--- config.mk ---
export PLATFORM = sky130hd
export DESIGN_NAME = feature_rd_sched
export DESIGN_NICKNAME = d
export VERILOG_FILES = /design/src/rtl/feature_rd_sched.sv
export SDC_FILE = /design/constraint.sdc
export NUM_CORES = 1
export LEC_CHECK = 0
export ABC_AREA = 1
export CELL_PAD_IN_SITES_DETAIL_PLACEMENT = 0
export CELL_PAD_IN_SITES_GLOBAL_PLACEMENT = 1
export CORE_ASPECT_RATIO = 2
export CORE_UTILIZATION = 37
export CTS_CLUSTER_DIAMETER = 80
export DETAILED_ROUTE_END_ITERATION = 10
export HOLD_SLACK_MARGIN = 0.15
export PLACE_DENSITY = 0.89
export SLEW_MARGIN = 20
export SYNTH_ARGS = -nofsm -noshare
export SYNTH_HDL_FRONTEND = slang
export SYNTH_SLANG_ARGS = --single-unit
--- constraint.sdc ---
create_clock -name clk -period 1.9 [get_ports clk]
set_input_delay 0.38 -clock clk [delete_from_list [all_inputs] [get_ports clk]]
set_output_delay 0.38 -clock clk [all_outputs]
set_load 0.1 [all_outputs]
--- src/rtl/feature_rd_sched.sv ---
// Read scheduler: pops one raster-ordered frame from the feature FWFT into a
// single-entry valid/ready output stage tagged with position and window flags.
module feature_rd_sched #(
  parameter  int IMG_W = 28,
  parameter  int IMG_H = 28,
  parameter  int K     = 3,
  localparam int CW    = $clog2(IMG_W),
  localparam int RW    = $clog2(IMG_H)
) (
  input  logic          clk,
  input  logic          rst,
  input  logic          start,
  input  logic          fifo_empty,
  input  logic [7:0]    in_feature,
  output logic          rd_en,
  output logic [7:0]    out_feature,
  output logic          out_valid,
  input  logic          out_ready,
  output logic [RW-1:0] out_row,
  output logic [CW-1:0] out_col,
  output logic          out_eol,
  output logic          out_eof,
  output logic          win_valid,
  output logic          busy,
  output logic          done
);

  localparam logic [CW-1:0] COL_LAST = CW'(IMG_W - 1);
  localparam logic [RW-1:0] ROW_LAST = RW'(IMG_H - 1);
  localparam logic [CW-1:0] COL_WIN  = CW'(K - 1);
  localparam logic [RW-1:0] ROW_WIN  = RW'(K - 1);

  typedef enum logic [1:0] {S_IDLE, S_STREAM, S_FLUSH} state_t;

  state_t        state_q, state_d;
  logic [CW-1:0] col_q, col_d;
  logic [RW-1:0] row_q, row_d;
  logic [7:0]    out_feature_q, out_feature_d;
  logic          out_valid_q, out_valid_d;
  logic [RW-1:0] out_row_q, out_row_d;
  logic [CW-1:0] out_col_q, out_col_d;
  logic          out_eol_q, out_eol_d;
  logic          out_eof_q, out_eof_d;
  logic          win_valid_q, win_valid_d;
  logic          done_q, done_d;

  logic accept;
  logic last_pop;

  assign accept   = out_valid_q && out_ready;
  assign last_pop = rd_en && (row_q == ROW_LAST) && (col_q == COL_LAST);

  always_ff @(posedge clk) begin
    if (rst) begin
      state_q       <= S_IDLE;
      col_q         <= '0;
      row_q         <= '0;
      out_feature_q <= '0;
      out_valid_q   <= 1'b0;
      out_row_q     <= '0;
      out_col_q     <= '0;
      out_eol_q     <= 1'b0;
      out_eof_q     <= 1'b0;
      win_valid_q   <= 1'b0;
      done_q        <= 1'b0;
    end else begin
      state_q       <= state_d;
      col_q         <= col_d;
      row_q         <= row_d;
      out_feature_q <= out_feature_d;
      out_valid_q   <= out_valid_d;
      out_row_q     <= out_row_d;
      out_col_q     <= out_col_d;
      out_eol_q     <= out_eol_d;
      out_eof_q     <= out_eof_d;
      win_valid_q   <= win_valid_d;
      done_q        <= done_d;
    end
  end

  always_comb begin
    state_d = state_q;
    case (state_q)
      S_IDLE:   if (start)    state_d = S_STREAM;
      S_STREAM: if (last_pop) state_d = S_FLUSH;
      S_FLUSH:  if (accept)   state_d = S_IDLE;
      default:                state_d = S_IDLE;
    endcase
  end

  // A pop is allowed only when the output stage is empty or being drained.
  always_comb begin
    busy  = (state_q != S_IDLE);
    rd_en = (state_q == S_STREAM) && !fifo_empty && (!out_valid_q || out_ready);
  end

  always_comb begin
    col_d         = col_q;
    row_d         = row_q;
    out_feature_d = out_feature_q;
    out_valid_d   = out_valid_q;
    out_row_d     = out_row_q;
    out_col_d     = out_col_q;
    out_eol_d     = out_eol_q;
    out_eof_d     = out_eof_q;
    win_valid_d   = win_valid_q;
    done_d        = (state_q == S_FLUSH) && accept;

    if (state_q == S_IDLE) begin
      col_d = '0;
      row_d = '0;
    end

    if (rd_en) begin
      out_feature_d = in_feature;
      out_valid_d   = 1'b1;
      out_row_d     = row_q;
      out_col_d     = col_q;
      out_eol_d     = (col_q == COL_LAST);
      out_eof_d     = (col_q == COL_LAST) && (row_q == ROW_LAST);
      win_valid_d   = (row_q >= ROW_WIN) && (col_q >= COL_WIN);
      if (col_q == COL_LAST) begin
        col_d = '0;
        row_d = row_q + RW'(1);
      end else begin
        col_d = col_q + CW'(1);
      end
    end else if (accept) begin
      out_valid_d = 1'b0;
    end
  end

  assign out_feature = out_feature_q;
  assign out_valid   = out_valid_q;
  assign out_row     = out_row_q;
  assign out_col     = out_col_q;
  assign out_eol     = out_eol_q;
  assign out_eof     = out_eof_q;
  assign win_valid   = win_valid_q;
  assign done        = done_q;

endmodule

# Word level (Yosys, flattened, before mapping)

Cells that the tools add are included.

Output and inout port bits: 25
Bits of input ports: 13
Register bits after elaboration: 35

Equal/unequal tests: 7
Order comparisons: 2
Reduce and logical (&&, ||, !) cells: 16
Muxes and demuxes: 12
$add $sub $neg: 2

Operator list:

| cell                                                | number |
|---|---|
| 2-to-1 mux 5 bit                                    | 6 |
| adder 5 x 1 -> 5 bit, second input constant         | 2 |
| equality test 5 bit, second input constant          | 2 |
| >= comparator 5 x 2 -> 1 bit, second input constant | 2 |
| logical AND 1 bit                                   | 8 |
| 2-to-1 mux 2 bit                                    | 3 |
| inequality test 2 bit, second input constant        | 3 |
| case mux 2 bit (3 select lines)                     | 1 |
| nonzero test 2 bit                                  | 3 |
| AND reduction 3 bit                                 | 1 |
| equality test 2 x 1 -> 1 bit, second input constant | 1 |
| equality test 2 bit, second input constant          | 1 |
| zero test 1 bit                                     | 2 |
| zero test 2 bit                                     | 1 |
| 2-to-1 mux 1 bit                                    | 2 |
| logical OR 1 bit                                    | 1 |

# Logic depth before layout (Yosys ltp)

Gate-level depths: netlist of run 1.

Depth in word-level cells: 7
Mapped depth: 8

# Worst setup path before layout of run 1

Ideal clock, no wire load.

Path type: register to output
Start: register out_valid_q (netlist: out_valid)
End: output port rd_en
Path buffers: 1
Slack: -0.148 ns
Data arrival time: 1.668 ns
Required time: 1.520 ns
Cell stages (with the launch flop): 5
Path through: dfxtp_1 nand2_1 nand3_4 inv_4 buf_4

Longest elaborated chain between the ends: 3

Ends and longest elaborated chain:

| element                  | line | source |
|---|---|---|
| start: declaration       | 39   | `logic out_valid_q, out_valid_d;` |
| start signal: assignment | 71   | `out_valid_q <= out_valid_d;` |
| zero test 1 bit          | 94   | `rd_en = (state_q == S_STREAM) && !fifo_empty && (!out_valid_q \|\| out_ready);` |
| logical OR 1 bit         | 94   |  |
| logical AND 1 bit        | 94   |  |
| end: declaration         | 15   | `output logic rd_en,` |

No other way between the ends.

# Worst setup path in the final report of run 1

Start: input port out_ready
End: output port rd_en

Longest elaborated chain between the ends: 2

Ends and longest elaborated chain:

| element            | line | source |
|---|---|---|
| start: declaration | 18   | `input logic out_ready,` |
| logical OR 1 bit   | 94   |  |
| logical AND 1 bit  | 94   |  |

No other way between the ends.

==> run summary, run 1 <==
Hold WC Path Type: register to register
Syn. warnings: 0
Chip Height: 92.2 µm
Syn Inst Count: 200
Buffers on Ports: 37
syn_nets: 217
CP Max Fanout: 11
design area: 2070 µm²
clock skew: 0.0122 ns
routability congestion estimate: 0.793
first-pass GRT wire length: 5.75 mm
final layout net count: 259
drt pass-1 iters: 6
Post-CTS Resized: 0
post-synthesis sequential area ratio: 46.5%
final setup TNS: 0 ns
largest net degree at the start of global routing: 22
Max VDD drop: 0.000700 V
via count of the routed design: 1,372
total clock sinks: 35
number of flops mapped to enable cells by yosys: 0
Synth Register Bits: 35
largest cells by area after synthesis: dfxtp_1, nor2_1, nand2_1
cell count of the worst hold path: 2
Yosys top cell area share: 46.5%
CTS Hold Bufs: 0
clk buf depth: 2
Remaining DRCs: 0
Fmax achieved: 544 MHz
slew margin rel.: 63.9%
CP required: 1.52 ns
DR WL/cell: 11.7 µm
fin crit share: 96.7%
DP HPWL: 2.58 mm
Final Hold Violating Endpoints: 0
vias in the first global route: 1,319
synthesized area: 1510 µm²
num ports: 38
most frequent cell after synthesis: nor2_1
area added between synthesis and finish: 37.3%
Mapped Avg Cell Area: 7.53 µm²
CP Class: input pin to primary output
CTS tree: done
PD cells: 943 nW/µm²
initial antenna violation count: 0
violation count after the first detailed-route iteration: 34
Tmin final: 1.84 ns
Die Wd: 47.1 µm
top cells by count, synth: nor2_1, dfxtp_1, nand2_1, a21oi_1, o21ai_0
gr usage total: 18.4%
status: finished clean
Post-CTS Setup Inserts: 0
unrepaired setup endpoints after global routing: false
Worst Tran Pin Value: 0.541 ns
leading area contributor after synthesis: dfxtp_1
CP Data Arrival Time: 1.46 ns
max-slew violations: 0
Initial Utilization: 38.8%
detailed-route wire length: 3.45 mm
Post-synth top flop: dfxtp_1
max cap viols: 0
dpl cell area: 1940 µm²
Final setup viols: 0
leak pwr: 0.862 nW
clock latency at the later pin of the worst-skew pair: 0.29 ns
crit end category: primary output
Netlist cell types: 23
Overflow after GRT: 0
clock root buffer: clkbuf_8
num rows: 32
R2R depth: 6
vias per cell: 4.67
core area: 3880 µm²
CP startpoint kind: input pin
die area: 4350 µm²
Num CTS Buffers: 5
layout cells sized above 1: 20.2%
ANT cells: 0
Post-DRT Antenna Nets: 0
CTS clk-pin slew, worst paths: 0.08 ns
asr flop ratio synth: 0%
H-Tree Depth: 2
## worst max-delay path: stages
cell and delay, ns:
clkdlybuf4s50_1 0.48, inv_1 0.04, nand2_1 0.11, nand3_4 0.09, inv_4 0.15, buf_12 0.20
## metrics by stage
step | cells | hold slack, ns | total power [W] | setup slack, ns | util [%]
after floorplan | 200 | 0.449 | 0.00106 | 0.219 | -
after global placement | 286 | 0.461 | 0.00117 | 0.0661 | 49.8
after detailed placement | 286 | 0.460 | 0.00118 | 0.0546 | 49.8
after CTS | 294 | 0.471 | 0.00196 | 0.0541 | 53.3
after global routing | 294 | 0.495 | 0.00202 | 0.0222 | 53.3
final | 294 | 0.472 | 0.00195 | 0.0633 | 53.3
## state kept, by name, summed over array words and instances (netlist names)
signal	cells
out_feature	8
col_q	5
out_col	5
out_row	5
row_q	5
state_q	2
done	1
out_eof	1
out_eol	1
out_valid	1
win_valid	1
## layout by cell type, fill, tap and decap left out
master,instances
nand2_1,34
a21oi_1,23
dfxtp_2,1
nor3_1,1
buf_12,5
xor2_1,2
nor2_2,1
ha_1,4
nand3_2,1
clkbuf_8,5
nand3b_1,1
clkbuf_1,1
o21ai_0,18
nor2_4,2
bufinv_16,2
inv_2,2
buf_4,26
nand3_1,15
clkdlybuf4s50_1,12
nand3_4,1
inv_1,13
inv_4,1
nor2_1,36
nand2_2,2
dfxtp_1,34
## cell families after synthesis
| kind of cell | synth area share, % |
|---|---|
| flops | 46.5 |
| compound gates | 13.6 |
| fa+ha+maj | 3.32 |
| simple gates | 27.8 |
| xor+xnor | 1.16 |
| buf+inv | 7.56 |
## where the power goes
part | switching, W | internal [W] | leakage (nW)
combinational | 0.000275 | 0.000105 | 0.511
clock | 0.000268 | 0.000525 | 0.0654
sequential | 0.0000163 | 0.000761 | 0.285
total | 0.000560 | 0.00139 | 0.862
## final cells by class
class,instances,area [µm²]
flip-flops and latches,35,702
fillers,403,1820
inverters,16,62.6
clock inverters,2,60.1
clock buffers,6,72.6
multi-input cells,141,692
well taps,51,63.8
repair buffers,43,415
## routing by layer
layer	part of all wire (%)	GRT usage (%)	up-vias	wire length (µm)
met1	39	18.1	607	1350
met4	2.6	8.81	0	88
met5	0	0	-	0
met2	55	32.8	32	1890
met3	3.6	4.92	7	124
li1	-	-	726	-
## worst paths after layout
kind	end	slack (ns)	startpoint
max	rd_en	0.06	out_ready
min	out_eof$_SDFFE_PP0P_	0.47	out_eof$_SDFFE_PP0P_
max reg2reg	row_q[0]$_SDFF_PP0_	0.41	col_q[0]$_SDFFE_PP0P_
min reg2reg	out_eof$_SDFFE_PP0P_	0.47	out_eof$_SDFFE_PP0P_
Power figures use the tool's default switching activity.
==> run 2, diff against run 1 <==
--- a/config.mk
+++ b/config.mk
@@ -6,7 +6,7 @@
 export NUM_CORES = 1
 export LEC_CHECK = 0
 export ABC_AREA = 1
-export CELL_PAD_IN_SITES_DETAIL_PLACEMENT = 0
+export CELL_PAD_IN_SITES_DETAIL_PLACEMENT = 1
 export CELL_PAD_IN_SITES_GLOBAL_PLACEMENT = 1
 export CORE_ASPECT_RATIO = 2
 export CORE_UTILIZATION = 37
==> run summary, run 2 (synthesized netlist as in run 1, its figures left out) <==
status: finished clean
violation count after the first detailed-route iteration: 17 (-50%)
area of the multi-input gates: 692 µm² (unchanged)
max incr delay on CP: 0.48 ns (about the same)
num ports: 38 (unchanged)
initial antenna violation count: 0 (unchanged)
detailed-route wire length: 4.34 mm (+26%)
PD cells: 848 nW/µm² (-10%)
via count of the routed design: 1,489 (+8.5%)
fin util: 52.1% (-1.2 points)
DP HPWL: 3.18 mm (+23%)
clock root buffer: clkbuf_8
final setup TNS: 0 ns (unchanged)
first-pass GRT wire length: 7.02 mm (+22%)
Tmin final: 1.84 ns (-0.00122 ns)
GR peak layer: met2
Max VDD drop: 0.000524 V (-25%)
fillers: 503 (+25%)
core area: 3880 µm² (unchanged)
R2R Path Start: col_q[1]$_SDFFE_PP0P_
Num CTS Buffers: 5 (unchanged)
CTS Hold Bufs: 0 (unchanged)
Final Hold Violating Endpoints: 0 (unchanged)
RR Endpoint: row_q[0]$_SDFF_PP0_
CP startpoint kind: input pin
fin crit share: 96.6% (about the same)
Chip Height: 92.2 µm (unchanged)
global-route met2 utilization: 40.9% (+8.1 points)
CP Max Fanout: 11 (unchanged)
total clock sinks: 35 (unchanged)
met1 usage: 21.3% (+3.2 points)
leak pwr: 0.843 nW (-2.1%)
Crit path max-delay family: buffers and inverters
crit path max-delay cell type: clkdlybuf4s50_1
die area: 4350 µm² (unchanged)
hold_sp: out_eof$_SDFFE_PP0P_
Remaining DRCs: 0 (unchanged)
Post-CTS Resized: 0 (unchanged)
Worst Hold End: out_eof$_SDFFE_PP0P_
max-slew violations: 0 (unchanged)
Initial Utilization: 38.8% (unchanged)
R2R depth: 7 (+1)
Post-DRT Antenna Nets: 0 (unchanged)
num rows: 32 (unchanged)
CP required: 1.52 ns (about the same)
drt pass-1 iters: 4 (-2)
Post-CTS Setup Inserts: 0 (unchanged)
CTS clk-pin slew, worst paths: 0.07 ns (about the same)
vias per cell: 5.08 (+8.9%)
clock skew: 0.00360 ns (-0.00863 ns)
CTS tree: done
CP Class: input pin to primary output
Fmax achieved: 545 MHz (about the same)
Die Wd: 47.1 µm (unchanged)
critical path, cell by cell: clkdlybuf4s50_1, inv_1, nand2_1, nand3_4, inv_4, buf_12
clock latency at the later pin of the worst-skew pair: 0.30 ns (about the same)
most frequent cells in the layout: nor2_1, nand2_1, dfxtp_1, buf_4, a21oi_1
met3 GRT Util: 7.09% (+2.2 points)
Buffers on Ports: 37 (unchanged)
gr usage total: 23.1% (+4.6 points)
commonest non-fill, non-tap cell in the layout: nor2_1
largest net degree at the start of global routing: 22 (unchanged)
ANT cells: 0 (unchanged)
layout cells sized above 1: 20.2% (+0.083 points)
area added between synthesis and finish: 34.3%
final layout net count: 259 (unchanged)
Final setup viols: 0 (unchanged)
H-Tree Depth: 2 (unchanged)
crit path buf inv count: 4 (unchanged)
DR WL/cell: 14.8 µm (+26%)
max cap viols: 0 (unchanged)
unrepaired setup endpoints after global routing: false
Reg area: 702 µm² (unchanged)
max reg flops: 8 (unchanged)
Worst Tran Pin Value: 0.532 ns (-0.00845 ns)
clk buf depth: 2 (unchanged)
cell count of the worst hold path: 2 (unchanged)
CP Data Arrival Time: 1.46 ns (about the same)
Hold WC Path Type: register to register
vias in the first global route: 1,550 (+18%)
reg-to-reg setup timing slack: 0.36 ns (-0.05 ns)
Overflow after GRT: 0 (unchanged)
routability congestion estimate: 0.793 (unchanged)
slew margin rel.: 64.5% (+0.56 points)
crit end category: primary output
## run 2: worst max-delay path by stage
stage / slack, ns / depth (start not counted) / start / end
after global placement: 0.07 / 6 / out_ready / rd_en
after floorplan: 0.22 / 4 / out_valid$_SDFFE_PP0P_ / rd_en
final: 0.06 / 6 / out_ready / rd_en
after global routing: 0.01 / 6 / out_ready / rd_en
after CTS: 0.05 / 6 / out_ready / rd_en
after detailed placement: 0.04 / 8 / out_ready / col_q[4]$_SDFFE_PP0P_
## run 2: power breakdown
group	internal [W]	switching, W
Sequential	0.000761	0.0000186
Clock	0.000284	0.000266
Combinational	0.000105	0.000281
Total	0.00115	0.000566
## run 2: stage by stage
stage | power, W | area (µm²) | setup WS [ns] | std cells | hold slack [ns]
final | 0.00172 | 2020 | 0.0645 | 293 | 0.470
after global routing | 0.00178 | 2020 | 0.0117 | 293 | 0.493
after CTS | 0.00173 | 2020 | 0.0533 | 293 | 0.475
after detailed placement | 0.00118 | 1940 | 0.0428 | 286 | 0.463
after global placement | 0.00117 | 1940 | 0.0661 | 286 | 0.461
after floorplan | 0.00106 | 1510 | 0.219 | 200 | 0.449
## run 2: per-layer routing
| layer | vias up | wire length (µm) |
|---|---|---|
| met5 | - | 0 |
| met1 | 707 | 1530 |
| li1 | 730 | - |
| met2 | 36 | 2480 |
| met3 | 16 | 160 |
| met4 | 0 | 174 |
## run 2: layout make-up
cell class / count / area share, %
clock buffer: 6 / 4.08
clock inverter: 1 / 0.247
inverter: 16 / 3.09
multi-input combinational: 141 / 34.2
sequential: 35 / 34.7
tap: 51 / 3.15
timing repair buffer: 43 / 20.5
## run 2: worst min-delay path, cell delays in order, from the launching register on
cell	delay, ns
dfxtp_1	0.31
nand2_1	0.06
a21oi_1	0.06
